## src/rtl/centralized_buffer_reader_pkg.sv

```systemverilog
// cbr_pkg: shared widths, FSM states and word descriptor codes for the PCB reader
package cbr_pkg;
  localparam int BUFID_W = 9;
  localparam int WORD_LOG2 = 7;
  localparam int ADDR_W = BUFID_W + WORD_LOG2;
  localparam int DATA_W = 134;
  localparam int WORDS_PER_BUF = 128;
  typedef enum logic [1:0] {IDLE = 2'd0, WAIT_ACK = 2'd1, SEND = 2'd2} state_t;
  localparam logic [1:0] DESC_HEAD = 2'b01;
  localparam logic [1:0] DESC_BODY = 2'b11;
  localparam logic [1:0] DESC_TAIL = 2'b10;
endpackage

```

## src/rtl/centralized_buffer_reader_if.sv

```systemverilog
// centralized_buffer_reader_if: scheduler request, PCB read port and downstream stream
interface centralized_buffer_reader_if;
  import cbr_pkg::*;
  logic [BUFID_W-1:0] iv_bufid;
  logic i_bufid_wr;
  logic o_bufid_ack;
  logic o_data_rd;
  logic [ADDR_W-1:0] ov_data_raddr;
  logic [DATA_W-1:0] iv_rdata;
  logic i_rdata_ack;
  logic [DATA_W-1:0] ov_data;
  logic o_data_wr;
  logic i_data_ready;
  logic o_bufid_release;
  logic [BUFID_W-1:0] ov_release_bufid;
  logic o_len_err;
  logic [15:0] ov_debug_rd_pkt_cnt;
  modport slave (
    input iv_bufid, i_bufid_wr, iv_rdata, i_rdata_ack, i_data_ready,
    output o_bufid_ack, o_data_rd, ov_data_raddr, ov_data, o_data_wr,
    output o_bufid_release, ov_release_bufid, o_len_err, ov_debug_rd_pkt_cnt
  );
  modport master (
    output iv_bufid, i_bufid_wr, iv_rdata, i_rdata_ack, i_data_ready,
    input o_bufid_ack, o_data_rd, ov_data_raddr, ov_data, o_data_wr,
    input o_bufid_release, ov_release_bufid, o_len_err, ov_debug_rd_pkt_cnt
  );
endinterface

```

## src/rtl/centralized_buffer_reader.sv

```systemverilog
// centralized_buffer_reader: streams one PCB buffer word by word to the transmit path, then releases it
// Optional packet counter on ov_debug_rd_pkt_cnt built under CENTRALIZED_BUFFER_READER_DEBUG_EN.
module centralized_buffer_reader
  import cbr_pkg::*;
(
  input logic i_clk,
  input logic i_rst,
  centralized_buffer_reader_if.slave bus
);
  state_t st, nxt;
  logic [BUFID_W-1:0] bufid;
  logic [WORD_LOG2-1:0] off;
  logic acc, ack, snd, tail, last;
  always_comb begin
    acc = st == IDLE && bus.i_bufid_wr;
    ack = st == WAIT_ACK && bus.i_rdata_ack;
    snd = st == SEND && bus.i_data_ready;
    tail = bus.ov_data[DATA_W-1 -: 2] == DESC_TAIL;
    last = &off && bus.iv_rdata[DATA_W-1 -: 2] != DESC_TAIL;
    nxt = acc ? WAIT_ACK : ack ? SEND : snd ? (tail ? IDLE : WAIT_ACK) : st;
  end
  always_ff @(posedge i_clk or posedge i_rst)
    if (i_rst) st <= IDLE;
    else st <= nxt;
  // offset wraps within 7 bits so the address never leaves the buffer
  assign bus.ov_data_raddr = {bufid, off};
  always_ff @(posedge i_clk or posedge i_rst)
    if (i_rst) begin
      bufid <= '0;
      off <= '0;
      bus.o_bufid_ack <= 1'b0;
      bus.o_data_rd <= 1'b0;
      bus.ov_data <= '0;
      bus.o_data_wr <= 1'b0;
      bus.o_bufid_release <= 1'b0;
      bus.ov_release_bufid <= '0;
      bus.o_len_err <= 1'b0;
    end else begin
      bus.o_bufid_ack <= acc;
      bus.o_bufid_release <= snd && tail;
      bus.o_len_err <= ack && last;
      if (acc) begin
        bufid <= bus.iv_bufid;
        off <= '0;
      end else if (snd && !tail) off <= off + 7'd1;
      if (acc || (snd && !tail)) bus.o_data_rd <= 1'b1;
      else if (ack) bus.o_data_rd <= 1'b0;
      if (ack) begin
        bus.ov_data <= last ? {DESC_TAIL, bus.iv_rdata[DATA_W-3:0]} : bus.iv_rdata;
        bus.o_data_wr <= 1'b1;
      end else if (snd) bus.o_data_wr <= 1'b0;
      if (snd && tail) bus.ov_release_bufid <= bufid;
    end
`ifdef CENTRALIZED_BUFFER_READER_DEBUG_EN
  logic [15:0] pkt_cnt;
  always_ff @(posedge i_clk or posedge i_rst)
    if (i_rst) pkt_cnt <= '0;
    else if (snd && tail) pkt_cnt <= pkt_cnt + 16'd1;
  assign bus.ov_debug_rd_pkt_cnt = pkt_cnt;
`else
  assign bus.ov_debug_rd_pkt_cnt = '0;
`endif
endmodule

```

## src/flat_wrapper.sv

```systemverilog
// flat-port wrapper written by rule: the top's interface ports become plain ports
module centralized_buffer_reader_flat import cbr_pkg::*;
  (i_clk, i_rst, bus_iv_bufid, bus_i_bufid_wr, bus_iv_rdata, bus_i_rdata_ack, bus_i_data_ready, bus_o_bufid_ack, bus_o_data_rd, bus_ov_data_raddr, bus_ov_data, bus_o_data_wr, bus_o_bufid_release, bus_ov_release_bufid, bus_o_len_err, bus_ov_debug_rd_pkt_cnt);
  centralized_buffer_reader_if bus_i ();
  input logic i_clk;
  input logic i_rst;
  input wire logic [$bits(bus_i.iv_bufid)-1:0] bus_iv_bufid;
  input wire logic [$bits(bus_i.i_bufid_wr)-1:0] bus_i_bufid_wr;
  input wire logic [$bits(bus_i.iv_rdata)-1:0] bus_iv_rdata;
  input wire logic [$bits(bus_i.i_rdata_ack)-1:0] bus_i_rdata_ack;
  input wire logic [$bits(bus_i.i_data_ready)-1:0] bus_i_data_ready;
  output wire logic [$bits(bus_i.o_bufid_ack)-1:0] bus_o_bufid_ack;
  output wire logic [$bits(bus_i.o_data_rd)-1:0] bus_o_data_rd;
  output wire logic [$bits(bus_i.ov_data_raddr)-1:0] bus_ov_data_raddr;
  output wire logic [$bits(bus_i.ov_data)-1:0] bus_ov_data;
  output wire logic [$bits(bus_i.o_data_wr)-1:0] bus_o_data_wr;
  output wire logic [$bits(bus_i.o_bufid_release)-1:0] bus_o_bufid_release;
  output wire logic [$bits(bus_i.ov_release_bufid)-1:0] bus_ov_release_bufid;
  output wire logic [$bits(bus_i.o_len_err)-1:0] bus_o_len_err;
  output wire logic [$bits(bus_i.ov_debug_rd_pkt_cnt)-1:0] bus_ov_debug_rd_pkt_cnt;
  assign bus_i.iv_bufid = bus_iv_bufid;
  assign bus_i.i_bufid_wr = bus_i_bufid_wr;
  assign bus_i.iv_rdata = bus_iv_rdata;
  assign bus_i.i_rdata_ack = bus_i_rdata_ack;
  assign bus_i.i_data_ready = bus_i_data_ready;
  assign bus_o_bufid_ack = bus_i.o_bufid_ack;
  assign bus_o_data_rd = bus_i.o_data_rd;
  assign bus_ov_data_raddr = bus_i.ov_data_raddr;
  assign bus_ov_data = bus_i.ov_data;
  assign bus_o_data_wr = bus_i.o_data_wr;
  assign bus_o_bufid_release = bus_i.o_bufid_release;
  assign bus_ov_release_bufid = bus_i.ov_release_bufid;
  assign bus_o_len_err = bus_i.o_len_err;
  assign bus_ov_debug_rd_pkt_cnt = bus_i.ov_debug_rd_pkt_cnt;
  centralized_buffer_reader u_core (.i_clk(i_clk), .i_rst(i_rst), .bus(bus_i));
endmodule
```

## config.mk

```make
export PLATFORM = sky130hd
export DESIGN_NAME = centralized_buffer_reader_flat
export DESIGN_NICKNAME = d
export VERILOG_FILES = /design/src/rtl/centralized_buffer_reader_pkg.sv /design/src/rtl/centralized_buffer_reader_if.sv /design/src/rtl/centralized_buffer_reader.sv /design/src/flat_wrapper.sv
export SDC_FILE = /design/constraint.sdc
export NUM_CORES = 1
export LEC_CHECK = 0
export ABC_CLOCK_PERIOD_IN_PS = 12220
export BUFFER_PORTS_ARGS = -buffer_cell sky130_fd_sc_hd__clkbuf_2
export CAP_MARGIN = 20
export CELL_PAD_IN_SITES_DETAIL_PLACEMENT = 0
export CELL_PAD_IN_SITES_GLOBAL_PLACEMENT = 2
export CORE_ASPECT_RATIO = 0.9
export CORE_MARGIN = 10
export CORE_UTILIZATION = 31
export CTS_CLUSTER_DIAMETER = 100
export DETAILED_ROUTE_END_ITERATION = 12
export GPL_ROUTABILITY_DRIVEN = 0
export MAX_ROUTING_LAYER = met4
export PLACE_DENSITY_LB_ADDON = 0.12
export SLEW_MARGIN = 20
export SYNTH_ARGS = -nofsm -noshare
export SYNTH_HDL_FRONTEND = slang
export SYNTH_SLANG_ARGS = --single-unit
```

## constraint.sdc

```tcl
create_clock -name i_clk -period 12.22 [get_ports i_clk]
set_input_delay 3.666 -clock i_clk [delete_from_list [all_inputs] [get_ports i_clk]]
set_output_delay 3.666 -clock i_clk [all_outputs]
set_load 0.05 [all_outputs]
```

==> results of run 1 <==
-- final cells by class --
cell class,count,area [µm²]
inverters,5,23.8
clock buffers,18,439
multi-input cells,232,2090
clock inverters,13,123
repair buffers,313,1580
flip-flops and latches,166,4150
fillers,1991,11900
well taps,286,358
-- layout by cell type (no fill, tap or decap), types with 2 or more instances in the layout --
cell type,instances
sky130_fd_sc_hd__mux2_2,141
sky130_fd_sc_hd__nand3_1,2
sky130_fd_sc_hd__clkinvlp_4,4
sky130_fd_sc_hd__nand2b_1,3
sky130_fd_sc_hd__clkinv_2,2
sky130_fd_sc_hd__inv_6,6
sky130_fd_sc_hd__inv_1,3
sky130_fd_sc_hd__nor2_1,3
sky130_fd_sc_hd__a22o_1,2
sky130_fd_sc_hd__a21oi_1,4
sky130_fd_sc_hd__nand2_1,33
sky130_fd_sc_hd__mux2i_1,4
sky130_fd_sc_hd__dfrtp_1,166
sky130_fd_sc_hd__o21ai_0,3
sky130_fd_sc_hd__clkbuf_16,17
sky130_fd_sc_hd__conb_1,16
sky130_fd_sc_hd__nand3b_4,2
sky130_fd_sc_hd__clkbuf_2,311
sky130_fd_sc_hd__nand4_1,3
-- logic make-up after synthesis --
| logic type | Yosys count |
|---|---|
| DFF | 166 |
| muxes | 145 |
| and+or+nand+nor | 56 |
| buffers and inverters | 39 |
| AOI/OAI and AO/OA | 14 |
| adders and majority gates | 1 |
| other | 1 |
-- Yosys cell counts --
| cell type | number |
|---|---|
| sky130_fd_sc_hd__o21ai_0 | 3 |
| sky130_fd_sc_hd__dfrtp_1 | 166 |
| sky130_fd_sc_hd__nand3b_4 | 2 |
| sky130_fd_sc_hd__o31a_1 | 1 |
| sky130_fd_sc_hd__ha_1 | 1 |
| sky130_fd_sc_hd__and2_1 | 1 |
| sky130_fd_sc_hd__a22oi_1 | 1 |
| sky130_fd_sc_hd__and4_1 | 1 |
| sky130_fd_sc_hd__a211oi_1 | 1 |
| sky130_fd_sc_hd__a22o_1 | 2 |
| sky130_fd_sc_hd__or3b_1 | 1 |
| sky130_fd_sc_hd__inv_1 | 4 |
| sky130_fd_sc_hd__nand2_1 | 33 |
| sky130_fd_sc_hd__inv_2 | 1 |
| sky130_fd_sc_hd__nand4_1 | 3 |
| sky130_fd_sc_hd__buf_4 | 18 |
| sky130_fd_sc_hd__nand3_1 | 2 |
| sky130_fd_sc_hd__mux2_2 | 141 |
| sky130_fd_sc_hd__nor4_1 | 1 |
| sky130_fd_sc_hd__buf_6 | 12 |
| sky130_fd_sc_hd__conb_1 | 1 |
| sky130_fd_sc_hd__nand2b_1 | 3 |
| sky130_fd_sc_hd__nor2b_1 | 1 |
| sky130_fd_sc_hd__mux2i_1 | 4 |
| sky130_fd_sc_hd__a211o_1 | 1 |
| sky130_fd_sc_hd__buf_2 | 4 |
| sky130_fd_sc_hd__or4_1 | 1 |
| sky130_fd_sc_hd__and3_1 | 1 |
| sky130_fd_sc_hd__a21oi_1 | 4 |
| sky130_fd_sc_hd__nor2_4 | 1 |
| sky130_fd_sc_hd__o31ai_1 | 1 |
| sky130_fd_sc_hd__nor2_1 | 3 |
| sky130_fd_sc_hd__or3_1 | 1 |
| sky130_fd_sc_hd__and3b_1 | 1 |
-- critical path, cell delays in order --
cell                       delay [ns]
sky130_fd_sc_hd__clkbuf_2        0.12
sky130_fd_sc_hd__nand3b_4        0.56
sky130_fd_sc_hd__buf_4           0.93
sky130_fd_sc_hd__mux2_2          0.43
-- worst paths after layout --
| kind | start | end |
|---|---|---|
| max in group asynchronous | i_rst | u_core.bus.ov_data[101] |
| max | bus_i_rdata_ack | u_core.bus.ov_data[23] |
| max reg2reg | u_core.st[1] | u_core.bus.ov_data[23] |
| min in group asynchronous | i_rst | u_core.bus.ov_data[33] |
| min | u_core.bus.o_data_rd | u_core.bus.o_data_rd |
| min reg2reg | u_core.bus.o_data_rd | u_core.bus.o_data_rd |
-- sequential cells by signal, summed over array words and instances, names as in the netlist --
name,count
u_core.bus.ov_data,134
u_core.bufid,9
u_core.bus.ov_release_bufid,9
u_core.off,7
u_core.st,2
u_core.bus.o_bufid_ack,1
u_core.bus.o_bufid_release,1
u_core.bus.o_data_rd,1
u_core.bus.o_data_wr,1
u_core.bus.o_len_err,1
-- per-stage QoR --
step,instance area [µm²],instances
after CTS,8760,1033
after floorplan,6560,437
after global placement,8200,1002
final,8760,1033
after global routing,8760,1033
after detailed placement,8200,1002
-- routing by layer --
layer / global-route usage / share of wire / up-vias
met5: - / 0 / -
met4: 0.0385 / 0.0099 / 0
met3: 0.0515 / 0.068 / 15
met2: 0.236 / 0.50 / 192
met1: 0.167 / 0.42 / 2186
li1: - / - / 2049
==> out/qor_table.md, run 1 <==
| Step | Parameter | Value |
| --- | --- | --- |
| detailed routing | Via density per instance | 4.30 |
| flow run | Max Cap Viol | 0 |
| die | DIE AREA | 27200 µm² |
| clock tree | H-tree levels | 4 |
| synth | Post-Synthesis Cell Area | 6500 µm² |
| timing | Total Negative Setup Slacks | 0 ns |
| timing | Highest clock frequency the design can meet | 0.181 GHz |
| clock tree | CTS tree | built |
| die | Number of rows in the core area | 50 |
| synth | Synth area leader | sky130_fd_sc_hd__dfrtp_1 |
| final layout | Share of cells above drive strength 1 | 0.656 |
| final layout | Diode insertion count for antenna repair | 0 |
| detailed routing | Drt wl/cell | 19.0 µm |
| worst hold path | Worst min-delay path category | reg2reg |
| place | Worst setup slack before clock tree synthesis | 6.24 ns |
| worst setup path | Critical path data required time | 12.53 ns |
| timing | Worst setup margin | 6.71 ns |
| synth | Compound-cell area share of the yosys netlist | 0.0142 |
| clock tree | Num CTS Buffers | 17 |
| worst setup path | Data arrival time of the critical path | 5.82 ns |
| place | Number of buffer cells added on primary ports | 311 |
| timing | Share of the clock period used by the worst path after layout | 0.451 |
| clock tree | Post-CTS Setup Bufs | 0 |
| timing | Setup Skew | 0.00797 ns |
| worst hold path | Instance count along the most critical hold path | 1 |
| final layout | Core occupancy in the finished layout | 0.423 |
| timing | Final Max Tran Viols | 0 |
| detailed routing | Number of iterations in the first detailed-routing pass | 5 |
| synth | Adder-cell share of the synthesized area | 0.00193 |
| final layout | # nets final | 884 |
| clock tree | Cts repair resizes | 0 |
| worst setup path | Internal reg-to-reg setup slack | 9.46 ns |
| global route | Overall Global Routing Usage | 0.145 |
| die | Die outline width | 173 µm |
| timing | Final number of hold-violating endpoints | 0 |
| synth | Xor and xnor fraction of the mapped netlist area | 0 |
| global route | Pin count of the biggest net entering global routing | 88 |
| global route | Via count of the first global-routing pass | 4920 |
| timing | Post-layout min period | 5.51 ns |
| timing | Slew headroom | 0.317 |
| detailed routing | Drt drc | 0 |
| timing | Worst Hold Margin | 0.493 ns |
| die | Core Region | 20700 µm² |
| die | Initial cell density of the core | 0.314 |
| global route | Total congestion overflow after global routing | 0 |
| clock tree | Sink count of the clock tree | 166 |
| worst setup path | Nature of the critical path startpoint | primary input |
| synth | Main area contributors after synthesis | sky130_fd_sc_hd__dfrtp_1 64%, sky130_fd_sc_hd__mux2_2 24%, sky130_fd_sc_hd__buf_4 2.1% |
| clock tree | Clock slew seen by the registers of the worst setup and hold paths | 0.07 ns |
| synth | Average cell area after synthesis | 15.4 µm² |
| synth | Fraction of synthesized area in multiplexers | 0.250 |
| die | Die Span Y | 157 µm |
| detailed routing | Drt total wl | 19600 µm |
| worst setup path | Crit path kind | in2reg |
| die | Number of top-level pins | 328 |
| detailed routing | DRT antenna net count | 0 |
| synth | #FFs+latches synth | 166 |
| clock tree | Clock insertion delay at the later pin of the skew report | 0.42 ns |
| timing | Setup-violating endpoint count in the final report | 0 |
| global route | Initial antenna violation count | 0 |
| synth | Warnings from Yosys | 0 |
| worst setup path | Number of cells on the worst reg-to-reg path | 3 |
| detailed routing | Initial DRC Count | 157 |
| worst setup path | Crit end category | register |
| final layout | Layout overhead on the synthesized area | 34.9% |
| synth | Main combinational cell family by area after synthesis | multiplexers |
| timing | Pin slew with the least headroom to its limit | 1.02 ns |
| synth | Synthesized netlist cell count | 422 |
| synth | Distinct cell type count of the synthesized netlist | 34 |
| detailed routing | Total number of vias | 4442 |
| outcome | Result of the run | complete, no violations |
| synth | Portion of synthesized cell area occupied by the leading cell type | 0.639 |
| clock tree | Root buffer cell | sky130_fd_sc_hd__clkbuf_16 |
| global route | Global-route wire length before repair | 29600 µm |
| synth | Fraction of the yosys area taken by sequential cells | 0.639 |
| worst setup path | Critical-path maximum fanout | 80 |
| clock tree | Hold buffer count at CTS | 0 |
| synth | Simple-gate area share of the yosys netlist | 0.0460 |
| clock tree | Clk buf depth | 2 |
| timing | Setup repair after global routing missed its margin | no |
| place | HPWL after detailed placement | 15200 µm |
Power of run 1 is left out: the tool's default activity adds up to more than one toggle a clock period on the data nets, which glitch-free logic cannot reach.
==> inputs of run 2 (changes only) <==
- ABC_CLOCK_PERIOD_IN_PS: 12220 -> 5650
- CORE_UTILIZATION: 31 -> 29
- clock period: 12.22 -> 5.65 ns (I/O delays scaled with it)
==> run 2 against run 1 <==
  * Setup slack lost 4.2 ns
  * Global-route usage fell by 0.56 points
  * Final area up 0.59%
  * First-iteration DRC count is 17% higher
  * Routed wire length rose by 0.88%
  * Non-clock buffer count increased by 2
  * Die area increased by 6.0%
  * Final cell count rose by 0.97%
  * Critical path depth is the same
  * Highest routed layer unchanged
==> out/qor_table.md, run 2 (same netlist as run 1, synthesis figures left out) <==
| Step | Parameter | Value | Change |
| --- | --- | --- | --- |
| die | Die outline width | 178 µm | +3.0% |
| global route | Global-route wire length before repair | 29700 µm | +0.16% |
| global route | GR Layer Usage met3 | 0.0682 | +0.0167 |
| global route | GRT met2 Usage | 0.223 | -0.0137 |
| die | Initial cell density of the core | 0.298 | -0.0160 |
| timing | Pin slew with the least headroom to its limit | 0.822 ns | -0.203 ns |
| place | Number of buffer cells added on primary ports | 311 | unchanged |
| timing | Setup Skew | 0.0114 ns | +0.00339 ns |
| final layout | Final non-filler cell area | 8820 µm² | +0.59% |
| worst setup path | Crit end category | register |  |
| worst hold path | Critical hold path startpoint | u_core.bufid[0] |  |
| global route | Overall Global Routing Usage | 0.139 | -0.00559 |
| global route | Most Crowded Layer GR | met2 |  |
| global route | Pin count of the biggest net entering global routing | 80 | -9.1% |
| global route | Total congestion overflow after global routing | 0 | unchanged |
| clock tree | Root buffer cell | sky130_fd_sc_hd__clkbuf_16 |  |
| die | Number of top-level pins | 328 | unchanged |
| final layout | Most frequent standard cell in the layout excluding fill and tap cells | sky130_fd_sc_hd__clkbuf_2 |  |
| final layout | FF+latch area | 4150 µm² | unchanged |
| final layout | Share of cells above drive strength 1 | 0.655 | -0.00129 |
| worst setup path | Critical path data required time | 5.95 ns | -6.58 ns |
| final layout | Largest registers | u_core.bus.ov_data: 134 flops, u_core.bufid: 9 flops, u_core.bus.ov_release_bufid: 9 flops |  |
| detailed routing | DRT antenna net count | 0 | unchanged |
| worst setup path | Crit path from | bus_i_rdata_ack |  |
| timing | Final number of hold-violating endpoints | 0 | unchanged |
| clock tree | Num CTS Buffers | 17 | unchanged |
| final layout | Number of flip-flops in the largest register | 134 | unchanged |
| clock tree | Hold buffer count at CTS | 0 | unchanged |
| worst setup path | Critical register-to-register path startpoint | u_core.st[1] |  |
| global route | Initial antenna violation count | 2 | +2 |
| detailed routing | Drt wl/cell | 18.9 µm | about the same |
| timing | Setup-violating endpoint count in the final report | 0 | unchanged |
| global route | Via count of the first global-routing pass | 4893 | -0.55% |
| clock tree | Clock slew seen by the registers of the worst setup and hold paths | 0.06 ns | about the same |
| timing | Setup repair after global routing missed its margin | no |  |
| outcome | Result of the run | complete, no violations |  |
| timing | Highest clock frequency the design can meet | 0.320 GHz |  |
| die | Core Region | 21800 µm² | +5.4% |
| clock tree | Cts repair resizes | 0 | unchanged |
| detailed routing | Total number of vias | 4444 | +0.045% |
| clock tree | Sink count of the clock tree | 166 | unchanged |
| detailed routing | Via density per instance | 4.26 | -0.91% |
| timing | Post-layout min period | 3.12 ns |  |
| global route | Met1 Usage GRT | 0.149 | -0.0184 |
| final layout | Largest register by flop count | u_core.bus.ov_data |  |
| detailed routing | Drt drc | 0 | unchanged |
| clock tree | Post-CTS Setup Bufs | 0 | unchanged |
| final layout | Most used cells in the layout excluding fill and tap cells | 311 x sky130_fd_sc_hd__clkbuf_2, 166 x sky130_fd_sc_hd__dfrtp_1, 141 x sky130_fd_sc_hd__mux2_2, 33 x sky130_fd_sc_hd__nand2_1, 17 x sky130_fd_sc_hd__clkbuf_16 |  |
| timing | Slew headroom | 0.451 | +0.134 |
| clock tree | CTS tree | built |  |
| detailed routing | Number of iterations in the first detailed-routing pass | 4 | -1 |
| timing | Final Max Tran Viols | 0 | unchanged |
| flow run | Max Cap Viol | 0 | unchanged |
| die | Die Span Y | 162 µm | +3.0% |
| detailed routing | Drt total wl | 19800 µm | +0.88% |
| detailed routing | Initial DRC Count | 183 | +17% |
| final layout | Non-filler instance count after layout | 1043 | +0.97% |
| final layout | # nets final | 886 | +0.23% |
| clock tree | Clock insertion delay at the later pin of the skew report | 0.43 ns | about the same |
| worst setup path | Data arrival time of the critical path | 3.43 ns | -2.39 ns |
| die | Number of rows in the core area | 51 | +2.0% |
| final layout | Fillers | 2149 | +7.9% |
| worst hold path | Worst min-delay path category | reg2reg |  |
| final layout | Area of the multi-input gates | 2090 µm² | unchanged |
| place | HPWL after detailed placement | 15500 µm | +2.3% |
| worst setup path | Critical-path maximum fanout | 51 | -36% |
| timing | Share of the clock period used by the worst path after layout | 0.553 |  |
| worst setup path | Crit path kind | in2reg |  |
| place | Instance count after placement with tap cells included | 1009 | +0.70% |
| place | Placed standard-cell area | 8230 µm² | +0.40% |
| timing | Total Negative Setup Slacks | 0 ns | unchanged |
| timing | Worst Hold Margin | 0.497 ns | +0.00404 ns |
| worst setup path | Nature of the critical path startpoint | primary input |  |
| die | DIE AREA | 28800 µm² | +6.0% |
| clock tree | H-tree levels | 4 | unchanged |
| clock tree | Clk buf depth | 2 | unchanged |
| final layout | Layout overhead on the synthesized area | 35.7% |  |
-- run 2: changes by cell type in the layout (fill, tap and decap cells not counted), sizes merged --
cell / before / now
diode: 0 / 2
bufinv: 1 / 2
clkinv: 3 / 2
clkbuf: 329 / 330
clkinvlp: 4 / 5
buf: 2 / 4
inv: 10 / 9
-- run 2: path summary, 6_finish.rpt --
kind                                            to  slack, ns  cells past startpoint
min                                u_core.bufid[0]       0.50                      2
min reg2reg                        u_core.bufid[0]       0.50                      2
max in group asynchronous   u_core.bus.ov_data[26]       3.08                      3
max                        u_core.bus.ov_data[104]       2.53                      4
min in group asynchronous   u_core.bus.ov_data[54]       1.41                      2
max reg2reg                u_core.bus.ov_data[104]       3.33                      3
-- run 2: layout make-up --
| cell class | instances | share of cell area |
|---|---|---|
| sequential | 166 | 0.471 |
| multi-input combinational | 232 | 0.237 |
| timing repair buffer | 315 | 0.181 |
| clock buffer | 19 | 0.0491 |
| tap | 291 | 0.0413 |
| clock inverter | 13 | 0.0166 |
| inverter | 5 | 0.00255 |
| antenna | 2 | 0.000568 |
-- run 2: stage by stage --
stage | util | worst slack, ns
after global placement | 0.377 | 2.10
after CTS | 0.404 | 2.51
after floorplan | - | 1.84
after global routing | 0.404 | 2.42
final | 0.404 | 2.53
after detailed placement | 0.377 | 2.05
-- run 2: worst max-delay path, stage by stage --
cell	delay (ns)
sky130_fd_sc_hd__clkbuf_2	0.12
sky130_fd_sc_hd__nand3b_4	0.52
sky130_fd_sc_hd__buf_4	0.61
sky130_fd_sc_hd__mux2_2	0.40
-- run 2: per-layer routing --
metal  share of wire  vias up
met5               0        -
li1                -     2062
met4           0.015        0
met3            0.11       16
met1            0.38     2149
met2            0.49      217
Power of run 2 is left out for the same reason.
==> inputs of run 3 (changes only) <==
- ABC_CLOCK_PERIOD_IN_PS: 5650 -> 2500
- CORE_UTILIZATION: 29 -> 26
- clock period: 5.65 -> 2.5 ns (I/O delays scaled with it)
==> run 3 against run 2 <==
  * Sequential share of layout area shrank 0.86 points
  * First-iteration DRC count shrank 37%
  * Non-clock buffer count grew 7
  * Register-to-register slack lost 2.5 ns
  * Critical path type is now reg2out
  * Critical endpoint is now bus_ov_data_raddr[2]
  * Highest routed layer unchanged
==> out/qor_table.md, run 3 (same netlist as run 1, synthesis figures left out) <==
| Step | Parameter | Value | Change |
| --- | --- | --- | --- |
| outcome | Result of the run | complete, no violations |  |
| timing | Pin slew with the least headroom to its limit | 0.692 ns | -0.130 ns |
| final layout | Largest registers | u_core.bus.ov_data: 134 flops, u_core.bufid: 9 flops, u_core.bus.ov_release_bufid: 9 flops |  |
| final layout | Number of flip-flops in the largest register | 134 | unchanged |
| die | Number of top-level pins | 328 | unchanged |
| clock tree | Sink count of the clock tree | 166 | unchanged |
| worst setup path | Nature of the critical path startpoint | register |  |
| timing | Setup Skew | 0.0133 ns | +0.00197 ns |
| timing | Final number of hold-violating endpoints | 0 | unchanged |
| global route | Via count of the first global-routing pass | 5068 | +3.6% |
| clock tree | H-tree levels | 4 | unchanged |
| detailed routing | Drt total wl | 20400 µm | +3.1% |
| timing | Final Max Tran Viols | 0 | unchanged |
| timing | Highest clock frequency the design can meet | 0.516 GHz |  |
| place | Instance count after placement with tap cells included | 1061 | +5.2% |
| die | Die outline width | 187 µm | +5.0% |
| detailed routing | Initial DRC Count | 116 | -37% |
| worst setup path | Slowest stage cell on the critical path | sky130_fd_sc_hd__dfrtp_1 |  |
| final layout | Most used cells in the layout excluding fill and tap cells | 311 x sky130_fd_sc_hd__clkbuf_2, 166 x sky130_fd_sc_hd__dfrtp_1, 141 x sky130_fd_sc_hd__mux2_2, 33 x sky130_fd_sc_hd__nand2_1, 17 x sky130_fd_sc_hd__clkbuf_16 |  |
| die | Number of rows in the core area | 54 | +5.9% |
| worst setup path | Cell-by-cell trace of the critical path | clkbuf_2 |  |
| die | Die Span Y | 170 µm | +4.9% |
| detailed routing | DRT antenna net count | 0 | unchanged |
| clock tree | Clock insertion delay at the later pin of the skew report | 0.42 ns | about the same |
| timing | Slew headroom | 0.538 | +0.0868 |
| detailed routing | Number of iterations in the first detailed-routing pass | 4 | unchanged |
| timing | Share of the clock period used by the worst path after layout | 0.776 |  |
| worst setup path | Cell family with the largest share of critical-path delay | flip-flops |  |
| worst setup path | Number of cells on the worst reg-to-reg path | 3 | unchanged |
| final layout | Share of cells above drive strength 1 | 0.659 | +0.00451 |
| final layout | Most frequent standard cell in the layout excluding fill and tap cells | sky130_fd_sc_hd__clkbuf_2 |  |
| worst setup path | Crit path kind | reg2out |  |
| worst setup path | Stage delay of the slowest cell on the critical path | 0.46 ns | -0.15 ns |
| clock tree | Clock slew seen by the registers of the worst setup and hold paths | 0.07 ns | about the same |
| worst setup path | Data arrival time of the critical path | 1.19 ns | -2.24 ns |
| timing | Setup repair after global routing missed its margin | no |  |
| place | HPWL after detailed placement | 16200 µm | +4.3% |
| timing | Post-layout min period | 1.94 ns |  |
| die | DIE AREA | 31700 µm² | +10% |
| worst setup path | Critical-path maximum fanout | 7 | -86% |
| final layout | Largest register by flop count | u_core.bus.ov_data |  |
| timing | Setup-violating endpoint count in the final report | 0 | unchanged |
| clock tree | Cts repair resizes | 0 | unchanged |
| global route | Global-route wire length before repair | 31000 µm | +4.3% |
| detailed routing | Total number of vias | 4507 | +1.4% |
| worst setup path | Internal reg-to-reg setup slack | 0.86 ns | -2.47 ns |
| detailed routing | Drt wl/cell | 18.6 µm | -1.7% |
| global route | Total congestion overflow after global routing | 0 | unchanged |
| worst setup path | Number of buffers and inverters on the critical path | 1 | -1 |
| final layout | Fillers | 2447 | +14% |
| global route | Overall Global Routing Usage | 0.130 | -0.00891 |
| die | Core Region | 24500 µm² | +12% |
| final layout | Non-filler instance count after layout | 1094 | +4.9% |
| worst hold path | Worst min-delay path category | in2async |  |
| clock tree | Hold buffer count at CTS | 0 | unchanged |
| global route | Initial antenna violation count | 1 | -1 |
| worst setup path | Crit end category | output port |  |
| flow run | Max Cap Viol | 0 | unchanged |
| final layout | Layout overhead on the synthesized area | 38.2% |  |
| clock tree | Num CTS Buffers | 17 | unchanged |
| clock tree | CTS tree | built |  |
| place | Number of buffer cells added on primary ports | 311 | unchanged |
| die | Initial cell density of the core | 0.266 | -0.0321 |
| worst setup path | Critical path data required time | 1.75 ns | -4.20 ns |
| clock tree | Clk buf depth | 2 | unchanged |
| worst setup path | Critical register-to-register path startpoint | u_core.st[1] |  |
| final layout | # nets final | 893 | +0.79% |
| detailed routing | Drt drc | 0 | unchanged |
| worst setup path | End of the worst register-to-register path | u_core.bus.ov_data[51] |  |
| clock tree | Root buffer cell | sky130_fd_sc_hd__clkbuf_16 |  |
| detailed routing | Via density per instance | 4.12 | -3.3% |
| global route | Pin count of the biggest net entering global routing | 80 | unchanged |
| clock tree | Post-CTS Setup Bufs | 0 | unchanged |
## run 3: changes by cell type in the layout (fill, tap and decap cells not counted), sizes merged
cell,change
clkinv,+5
bufinv,-1
clkbuf,-1
clkinvlp,-3
buf,+7
diode,-1
## run 3: per-stage QoR
stage / util / TNS (ns) / setup WS [ns] / instance area (µm²) / hold WS [ns]
after floorplan: - / -60.22 / -0.363 / 6560 / 0.563
after global placement: 0.344 / 0 / 0.582 / 8400 / 0.476
after detailed placement: 0.344 / 0 / 0.536 / 8400 / 0.491
after CTS: 0.367 / 0 / 0.518 / 8980 / 0.429
after global routing: 0.367 / 0 / 0.473 / 8980 / 0.445
final: 0.367 / 0 / 0.561 / 8980 / 0.427
## run 3: layer usage
| layer | vias to the layer above | global-route usage | wire (µm) |
|---|---|---|---|
| met5 | - | - | 0 |
| met4 | 0 | 0.0403 | 274 |
| met3 | 12 | 0.0546 | 1710 |
| met2 | 206 | 0.209 | 9850 |
| met1 | 2213 | 0.146 | 8530 |
| li1 | 2076 | - | - |
## run 3: worst max path at each step
stage,start,to,slack [ns],depth (start not counted)
after floorplan,i_rst,u_core.bufid[0],-0.36,1
after global placement,bus_i_rdata_ack,u_core.bus.ov_data[52],0.58,4
after detailed placement,bus_i_rdata_ack,u_core.bus.ov_data[131],0.54,4
after CTS,u_core.off[2],bus_ov_data_raddr[2],0.52,1
after global routing,u_core.off[2],bus_ov_data_raddr[2],0.47,1
final,u_core.off[2],bus_ov_data_raddr[2],0.56,1
## run 3: cell type report
class	instances	area, µm²	area share
flip-flops and latches	166	4150	0.463
diodes	1	2.50	0.000279
repair buffers	322	1710	0.191
clock inverters	14	145	0.0162
well taps	336	420	0.0468
inverters	5	22.5	0.00251
clock buffers	18	429	0.0478
multi-input cells	232	2090	0.233
Power of run 3 is left out for the same reason.
